<file path="src/rtl/counter_uart_pkg.sv">
`default_nettype none
// ============================================================================
//  Module      : counter_uart_pkg
//  Description : Shared definitions for the counter UART reporter: serializer
//                state encoding, line-ending characters and the nibble to
//                uppercase ASCII hex conversion.
//  Ports       : none (package)
//  Revision    : 1.0 - initial release
// ============================================================================
package counter_uart_pkg;

    typedef enum logic [1:0] {
        ST_IDLE  = 2'd0,
        ST_START = 2'd1,
        ST_DATA  = 2'd2,
        ST_STOP  = 2'd3
    } state_t;

    localparam logic [7:0] c_CR = 8'h0D;
    localparam logic [7:0] c_LF = 8'h0A;

    // '0'..'9' for 0..9, 'A'..'F' for 10..15
    function automatic logic [7:0] hex_ascii(input logic [3:0] nib);
        if (nib < 4'd10) begin
            return 8'h30 + {4'h0, nib};
        end
        return 8'h37 + {4'h0, nib};
    endfunction

endpackage
`default_nettype wire

</file>
<file path="src/rtl/uart_tx_byte.sv">
`default_nettype none
// ============================================================================
//  Module      : uart_tx_byte
//  Description : 8N1 byte serializer. A byte is accepted when i_start is high
//                while o_ready is high. o_ready is also high in the last cycle
//                of a stop bit, so a byte offered then starts immediately with
//                no idle gap between frames of back-to-back bytes.
//  Ports       : clk, rst_n      - clock, async active-low reset
//                i_start, i_data - byte request and its payload
//                o_ready         - a request is accepted this cycle
//                o_byte_done     - last cycle of the current stop bit
//                o_busy          - serializer not idle
//                o_tx            - serial line, idle high
//  Revision    : 1.0 - initial release
// ============================================================================
module uart_tx_byte
    import counter_uart_pkg::*;
#(
    parameter int DIV = 10
) (
    input  logic       clk,
    input  logic       rst_n,
    input  logic       i_start,
    input  logic [7:0] i_data,
    output logic       o_ready,
    output logic       o_byte_done,
    output logic       o_busy,
    output logic       o_tx
);

    localparam int                 c_CNT_W     = $clog2(DIV);
    localparam logic [c_CNT_W-1:0] c_BAUD_LAST = c_CNT_W'(DIV - 1);

    state_t             r_state;
    logic [c_CNT_W-1:0] r_baud_cnt;
    logic [2:0]         r_bit_cnt;
    logic [7:0]         r_shift;
    logic               r_tx;

    state_t             w_state_nxt;
    logic [c_CNT_W-1:0] w_baud_nxt;
    logic [2:0]         w_bit_nxt;
    logic [7:0]         w_shift_nxt;
    logic               w_tx_nxt;
    logic               w_bit_end;

    // Baud counter is held at zero in IDLE, so a new bit always lasts DIV cycles
    assign w_bit_end   = (r_state != ST_IDLE) && (r_baud_cnt == c_BAUD_LAST);
    assign o_byte_done = (r_state == ST_STOP) && w_bit_end;
    assign o_ready     = (r_state == ST_IDLE) || o_byte_done;
    assign o_busy      = (r_state != ST_IDLE);
    assign o_tx        = r_tx;

    always_comb begin
        w_state_nxt = r_state;
        w_bit_nxt   = r_bit_cnt;
        w_shift_nxt = r_shift;
        w_tx_nxt    = r_tx;
        if (r_state == ST_IDLE || w_bit_end) begin
            w_baud_nxt = '0;
        end else begin
            w_baud_nxt = r_baud_cnt + c_CNT_W'(1);
        end

        case (r_state)
            ST_IDLE: begin
                if (i_start) begin
                    w_state_nxt = ST_START;
                    w_shift_nxt = i_data;
                    w_tx_nxt    = 1'b0;
                end
            end
            ST_START: begin
                if (w_bit_end) begin
                    w_state_nxt = ST_DATA;
                    w_tx_nxt    = r_shift[0];
                    w_shift_nxt = {1'b0, r_shift[7:1]};
                    w_bit_nxt   = 3'd0;
                end
            end
            ST_DATA: begin
                if (w_bit_end) begin
                    if (r_bit_cnt == 3'd7) begin
                        w_state_nxt = ST_STOP;
                        w_tx_nxt    = 1'b1;
                    end else begin
                        w_tx_nxt    = r_shift[0];
                        w_shift_nxt = {1'b0, r_shift[7:1]};
                        w_bit_nxt   = r_bit_cnt + 3'd1;
                    end
                end
            end
            ST_STOP: begin
                if (w_bit_end) begin
                    if (i_start) begin
                        w_state_nxt = ST_START;
                        w_shift_nxt = i_data;
                        w_tx_nxt    = 1'b0;
                    end else begin
                        w_state_nxt = ST_IDLE;
                        w_tx_nxt    = 1'b1;
                    end
                end
            end
            default: begin
                w_state_nxt = ST_IDLE;
                w_tx_nxt    = 1'b1;
            end
        endcase
    end

    always_ff @(posedge clk or negedge rst_n) begin
        if (!rst_n) begin
            r_state    <= ST_IDLE;
            r_baud_cnt <= '0;
            r_bit_cnt  <= 3'd0;
            r_shift    <= 8'h00;
            r_tx       <= 1'b1;
        end else begin
            r_state    <= w_state_nxt;
            r_baud_cnt <= w_baud_nxt;
            r_bit_cnt  <= w_bit_nxt;
            r_shift    <= w_shift_nxt;
            r_tx       <= w_tx_nxt;
        end
    end

endmodule
`default_nettype wire

</file>
<file path="src/rtl/counter_uart_reporter.sv">
`default_nettype none
// ============================================================================
//  Module      : counter_uart_reporter
//  Description : Watches an 8-bit counter value and, whenever it differs from
//                the last reported value, sends "HH\r\n" (uppercase hex) over
//                an 8N1 UART. Changes during a frame coalesce into one
//                follow-up frame carrying the value seen when it starts.
//  Ports       : clk, rst_n  - clock, async active-low reset
//                value       - counter value to report
//                tx          - UART line, idle high
//                busy        - a frame is in progress
//                frame_done  - one-cycle pulse when a frame completes
//  Revision    : 1.0 - initial release
// ============================================================================
module counter_uart_reporter
    import counter_uart_pkg::*;
#(
    parameter int CLK_FREQ  = 25_000_000,
    parameter int BAUD_RATE = 115_200
) (
    input  logic       clk,
    input  logic       rst_n,
    input  logic [7:0] value,
    output logic       tx,
    output logic       busy,
    output logic       frame_done
);

    localparam int c_DIV = CLK_FREQ / BAUD_RATE;

    generate
        if (c_DIV < 4) begin : g_div_check
            $error("counter_uart_reporter: CLK_FREQ/BAUD_RATE must be at least 4");
        end
    endgenerate

    logic [7:0] r_last_sent;
    logic       r_pending;
    logic [1:0] r_byte_idx;
    logic       r_frame_done;

    logic       w_ready;
    logic       w_byte_done;
    logic       w_busy;
    logic       w_start_frame;
    logic       w_next_byte;
    logic       w_start;
    logic [7:0] w_byte_data;

    assign w_start_frame = !w_busy && r_pending;
    assign w_next_byte   = w_byte_done && (r_byte_idx != 2'd3);
    assign w_start       = w_ready && (w_start_frame || w_next_byte);

    // The first byte of a frame is built from the live value because the
    // snapshot register loads on the same edge the frame starts.
    always_comb begin
        w_byte_data = hex_ascii(value[7:4]);
        if (!w_start_frame) begin
            case (r_byte_idx)
                2'd0:    w_byte_data = hex_ascii(r_last_sent[3:0]);
                2'd1:    w_byte_data = c_CR;
                default: w_byte_data = c_LF;
            endcase
        end
    end

    always_ff @(posedge clk or negedge rst_n) begin
        if (!rst_n) begin
            r_last_sent  <= 8'h00;
            r_pending    <= 1'b1;
            r_byte_idx   <= 2'd0;
            r_frame_done <= 1'b0;
        end else begin
            r_frame_done <= w_byte_done && (r_byte_idx == 2'd3);
            if (w_start_frame) begin
                r_last_sent <= value;
                r_pending   <= 1'b0;
                r_byte_idx  <= 2'd0;
            end else begin
                // Tracks the comparison each cycle, so a return to the
                // reported value before the next frame cancels it.
                r_pending <= (value != r_last_sent);
                if (w_next_byte) begin
                    r_byte_idx <= r_byte_idx + 2'd1;
                end
            end
        end
    end

    uart_tx_byte #(
        .DIV (c_DIV)
    ) u_tx_byte (
        .clk         (clk),
        .rst_n       (rst_n),
        .i_start     (w_start),
        .i_data      (w_byte_data),
        .o_ready     (w_ready),
        .o_byte_done (w_byte_done),
        .o_busy      (w_busy),
        .o_tx        (tx)
    );

    assign busy       = w_busy;
    assign frame_done = r_frame_done;

endmodule
`default_nettype wire

</file>
<file path="config.mk">
export PLATFORM = sky130hd
export DESIGN_NAME = counter_uart_reporter
export DESIGN_NICKNAME = d
export VERILOG_FILES = /design/src/rtl/counter_uart_pkg.sv /design/src/rtl/uart_tx_byte.sv /design/src/rtl/counter_uart_reporter.sv
export SDC_FILE = /design/constraint.sdc
export NUM_CORES = 1
export LEC_CHECK = 0
export BUFFER_PORTS_ARGS = -buffer_cell sky130_fd_sc_hd__buf_2
export CAP_MARGIN = 25
export CORE_ASPECT_RATIO = 1.5
export CORE_MARGIN = 10
export CORE_UTILIZATION = 60
export DETAILED_ROUTE_END_ITERATION = 16
export PLACE_DENSITY = 0.79
export SYNTH_ARGS = -nofsm -noshare
export SYNTH_HDL_FRONTEND = slang
export SYNTH_HIERARCHICAL = 1
export SYNTH_SLANG_ARGS = --single-unit
</file>
<file path="constraint.sdc">
create_clock -name clk -period 3.53 [get_ports clk]
set_input_delay 1.059 -clock clk [delete_from_list [all_inputs] [get_ports clk]]
set_output_delay 1.059 -clock clk [all_outputs]
set_load 0.03 [all_outputs]
</file>
* Yosys cells after proc, flatten, opt, wreduce, memory -nomap -nowiden
Cells that the tools add are included.
** Word-level totals
- Output and inout bits :: 3
- Bits in writable memories :: 0
- Bits in latches :: 0
- Bits of input ports :: 10
- Memories :: 0
- Register bits :: 34
- ROM bits :: 0
** Cells by class
- Shifts and indexed selects :: 0
- Bitwise operators :: 0
- Mux-type cells :: 38
- Magnitude comparators :: 2
- Reduce and logical (&&, ||, !) cells :: 19
- $mul :: 0
- Equal/unequal tests :: 15
- Divide/modulo/power cells :: 0
- Add/sub/neg operators :: 7
** Operators with widths (number)
- $mux 8 :: 11
- $pmux 8 s4 :: 1
- $add 6x4->7 const A :: 4
- $pmux 8 s2 :: 1
- $mux 2 :: 7
- $mux 1 :: 12
- $reduce_and 4->1 :: 3
- $ne 2x1->1 const B :: 5
- $mux 3 :: 3
- $add 8x1->8 const B :: 1
- $eq 8x8->1 const B :: 1
- $lt 4x4->1 const B :: 2
- $ne 8x8->1 :: 1
- $pmux 2 s4 :: 1
- $eq 2x2->1 const B :: 3
- $logic_and 1x1->1 :: 6
- $pmux 3 s2 :: 1
- $reduce_bool 2->1 :: 3
- $reduce_and 5->1 :: 1
- $eq 2x1->1 const B :: 2
- $logic_not 2->1 :: 2
- $ne 2x2->1 const B :: 2
- $pmux 1 s4 :: 1
- $add 3x1->3 const B :: 1
- other kinds (4) :: 6

* Depth between registers and ports, before layout
- Depth after elaboration :: 10
- Gate-level depth with buffers :: 10
- Mapped depth without buffers :: 10

* Hierarchy
Netlist, hierarchy kept.
** By module, submodules not included
- uart_tx_byte :: cells an instance 115, times used 1, area an instance 1283.7 um^2, seq. area each 551.8 um^2
- counter_uart_reporter :: cells an instance 112, times used 1, area an instance 862.1 um^2, seq. area each 301.5 um^2

* Worst setup path after synthesis
Ideal clock, no wire load.
- Kind :: register to register
- From :: register u_tx_byte.r_state[0]
- To :: register u_tx_byte.r_state[1]
- Required time :: 3405 ps
- Path buffers :: 0
- Path slack :: 1046 ps
- Cell stages (with the launch flop) :: 10
- Data arrival time :: 2359 ps
- Cells stage by stage :: dfrtp_1 inv_1 ha_1 nor4_4 and2_1 nor2b_1 o21a_1 o21a_1 o21a_1 mux2_2
** On the way
- Longest elaborated chain between the ends :: 8
- Elaborated cells between the ends (all ways) :: 20
** Ends and longest elaborated chain
- from (decl) :: line uart_tx_byte.sv:34 : state_t r_state;
- from (signal assigned) :: line uart_tx_byte.sv:120 : r_state <= w_state_nxt;
- $reduce_bool 2->1 :: line uart_tx_byte.sv:48 : assign w_bit_end = (r_state != ST_IDLE) && (r_baud_cnt == c_BAUD_LAST);
- $logic_and 1x1->1 :: line uart_tx_byte.sv:48
- $logic_and 1x1->1 * :: line uart_tx_byte.sv:49 : assign o_byte_done = (r_state == ST_STOP) && w_bit_end;
- net w_byte_done :: line counter_uart_reporter.sv:43 : logic w_byte_done;
- $logic_and 1x1->1 :: line counter_uart_reporter.sv:51 : assign w_next_byte = w_byte_done && (r_byte_idx != 2'd3);
- $logic_or 1x1->1 :: line counter_uart_reporter.sv:52 : assign w_start = w_ready && (w_start_frame || w_next_byte);
- $logic_and 1x1->1 * :: line counter_uart_reporter.sv:52
- net w_start :: line counter_uart_reporter.sv:47 : logic w_start;
- $ne 2x1->1 (no source line) *
- $reduce_and 5->1 (no source line) *
The timed path passes the listed nets; every way through them passes the cells marked *.
A chain may end at the register's enable or synchronous reset.

* Worst setup path after layout
Ends and elaborated chain as after synthesis.

==> impl_summary.txt <==
----------------------------------------------------
[Yosys]
  Cells taking the most area after synthesis ... dfrtp_1 (37%), mux2_2 (8.9%), ha_1 (8.2%)
  Cell with the most instances after synthesis ... dfrtp_1
  Post-synth top cells ... dfrtp_1 (32), nand2_1 (30), nor2_1 (18), mux2_2 (17), ha_1 (14)
  Average cell area after synthesis ... around 9.5 µm²
  Area fraction of the dominant cell type after synthesis ... 0.373
  Cell taking the most area after synthesis ... dfrtp_1
  Sequential area share after synthesis ... 0.398
  Summed instance area of the synthesized netlist ... ~2100 µm²
  Ys async rst share ... 1.00
  Count of unique library cells instantiated by Yosys ... 47
  Post-synthesis net count ... between 200 and 300
  Syn Inst Count ... about 230
  Synthesis Warnings ... 6
  #FFs+latches synth ... 34
  Post-synth EDFFs ... 0
  Predominant post-synthesis flop cell ... dfrtp_1

[Pwr]
  Switching Fraction ... 0.388
  Total power after layout ... 1.88 mW
  Leakage Power ... 1.11 nW
  Worst IR drop on VDD ... 707 µV
  Internal portion of total power ... 1.15 mW
  Net switching power figure ... ~0.73 mW
  Share of power burned in the clock network ... 0.154
  Part of the total power dissipated in sequential elements ... 0.349
  Pwr per Cell Area ... approximately 800 nW/µm²
  Combinational group share of total power ... 0.497

[Clock tree]
  Total number of clock tree sinks ... 34
  TritonCTS clock tree ... done
  H-tree depth reported by CTS ... 2
  Post-CTS setup buffers ... 0
  TritonCTS buffer count ... 5
  Clock latency on the worst-skew pair ... between 0.2 and 0.3 ns
  Number of buffers inserted by hold repair at cts ... 0
  Buffer levels on the longest clock path ... 2
  Root cell of the clock tree ... clkbuf_8
  CTS-repair resized insts ... 0
  Clock transition time at the flip-flop clock pins of the worst setup and hold paths ... ~0.07 ns

[Route]
  Metal-1 WL ... roughly 1600 µm
  Wire length on met3 ... 146 µm
  Via count normalized by instance count ... around 5.5
  Drt drc ... 0
  Wire length reported by the detailed router ... slightly below 4000 µm
  DR WL met2 ... 2090 µm
  Overall via count from detail_route ... about 1600
  Number of violations reported at the end of detailed-routing iteration 0 ... 66
  Initial DRT Pass Iterations ... 4
  Routed length per instance ... between 10 and 15 µm
  Highest layer used for signal routing ... met4
  Remaining number of nets flagged by the antenna check after routing ... 0

[Timing]
  Worst slew margin relative to its limit ... 0.489
  # setup viols final ... 0
  Max Fclk ... 361 MHz
  Period Utilization, post-route ... 0.784
  Setup Skew ... 0.00413 ns
  Final count of pins violating max slew ... 0
  Hold violation total from the final report ... 0
  Final worst path period need ... 2.77 ns
  RSZ-0062 raised after global routing ... false
  Transition time of the tightest slew-check pin ... between 0.7 and 0.8 ns
  Total Neg Setup Slack ... 0 ns

[Floorplan]
  Chip Width ... slightly below 70 µm
  Total I/O pin count ... 13
  Cell Rows ... 26
  Die Area ... approximately 6400 µm²
  Die span in y ... between 90 and 100 µm
  Area of the core ... between 3000 and 4000 µm²
  Initial core utilization ... 0.628

[Setup path]
  WS Path Type ... register to register
  Data required time of the worst path ... between 3 and 4 ns
  Capturing element type of the critical path ... register
  Launching element type of the critical path ... register
  Max FO, Critical Path ... 9
  CP arrival ... just under 3 ns

[Worst hold path]
  Classification of the worst-slack hold path ... register to register

[Finish]
  Layout cells sized above 1 ... 0.197
  Net count of the finished layout ... about 260
  Area Growth Syn to Fin ... 7.41%
  Ant. Diodes ... 0

[Placement]
  Global placement routability congestion ... between 0.8 and 0.9
  Half-perimeter wire length after detailed placement ... about 2900 µm
  Port-buffer cells ... 12

[GRT]
  All-Layer GR Usage ... 0.132
  Pin count of the biggest net entering global routing ... 35
  Via count of the first global-routing pass ... about 1600
  Number of antenna violations at the first check in global routing ... 0
  Global-route wire length before repair ... 6610 µm
  Aggregate global routing overflow ... 0

[Job]
  Maximum Capacitance Violations ... 0

[Run status]
  Status ... completed

----------------------------------------------------
[sequential cells by signal, summed over array words and instances (netlist names)]
name                  flops
r_last_sent               8
u_tx_byte/r_baud_cnt      8
u_tx_byte/r_shift         8
u_tx_byte/r_bit_cnt       3
r_byte_idx                2
u_tx_byte/r_state         2
frame_done                1
r_pending                 1
u_tx_byte/o_tx            1
[per-layer routing]
metal / track usage / vias to the layer above
met5: 0 / -
met4: 0.0545 / 0
met3: 0.0346 / 8
met2: 0.234 / 21
met1: 0.139 / 736
li1: - / 788
[through the flow]
stage | cell area (µm²) | util | worst slack, ns | std cells | hold WS, ns
final | 2300 | 0.675 | 0.763 | 280 | 0.497
after global routing | 2300 | 0.675 | 0.531 | 280 | 0.524
after CTS | 2300 | 0.675 | 0.781 | 280 | 0.501
after detailed placement | 2210 | 0.648 | 0.780 | 272 | 0.484
after global placement | 2210 | 0.648 | 0.878 | 272 | 0.477
after floorplan | 2150 | - | 1.05 | 227 | 0.465
[critical path, stage by stage (launching register included)]
cell and delay [ns]:
dfrtp_1 0.37, inv_1 0.11, ha_1 0.28, nor4_4 0.51, and2_1 0.21, nor2b_1 0.27, o21a_1 0.24, o21a_1 0.19
o21a_1 0.15, mux2_2 0.33
[power by group through the flow]
stage | logic, mW | registers (mW) | clock network [mW]
2_1_floorplan | 0.791 | 0.628 | 0
3_3_place_gp | 0.915 | 0.657 | 0
3_5_place_dp | 0.940 | 0.663 | 0
4_1_cts | 0.945 | 0.657 | 0.302
5_1_grt | 1.05 | 0.680 | 0.317
6_report | 0.937 | 0.657 | 0.291
[final timing paths]
check                                startpoint                      end  slack, ns  depth (start not counted)
max                        u_tx_byte/r_state[0]     u_tx_byte/r_state[1]       0.76                          9
min                              r_last_sent[7]           r_last_sent[7]       0.50                          2
max reg2reg                u_tx_byte/r_state[0]     u_tx_byte/r_state[1]       0.76                          9
min reg2reg                      r_last_sent[7]           r_last_sent[7]       0.50                          2
max in group asynchronous                 rst_n  u_tx_byte/r_baud_cnt[3]       2.19                          1
min in group asynchronous                 rst_n            r_byte_idx[1]       0.85                          1
[area by class of cell]
class | instances | area, µm²
clock buffers | 8 | 90.1
multi-input cells | 169 | 1190
fillers | 291 | 1110
flip-flops and latches | 34 | 853
repair buffers | 13 | 67.6
well taps | 42 | 52.6
inverters | 14 | 52.6
[layout by cell type (no fill, tap or decap), drive strengths merged, types with 2 or more instances in the layout]
master,n
o21ai,11
and2,5
xor2,12
a22o,3
mux2,17
nor3b,2
clkbuf,8
nand2,30
nor2,18
a21oi,11
nand2b,3
a31o,2
xnor2,4
nor3,3
nand3,6
dfstp,2
buf,13
nor2b,4
o221ai,2
a22oi,2
dfrtp,32
ha,14
inv,14
o21a,3
nor4,3
[logic make-up after synthesis]
kind of cell	synth area share
AND/OR/NAND/NOR	0.194
AO/OA/AOI/OAI	0.122
flip-flops	0.398
buffers and inverters	0.0484
multiplexers	0.0892
XOR/XNOR	0.0653
adder cells (fa/ha/maj)	0.0816
other	0.00175
Note: power is estimated with default switching activity, not from simulation.
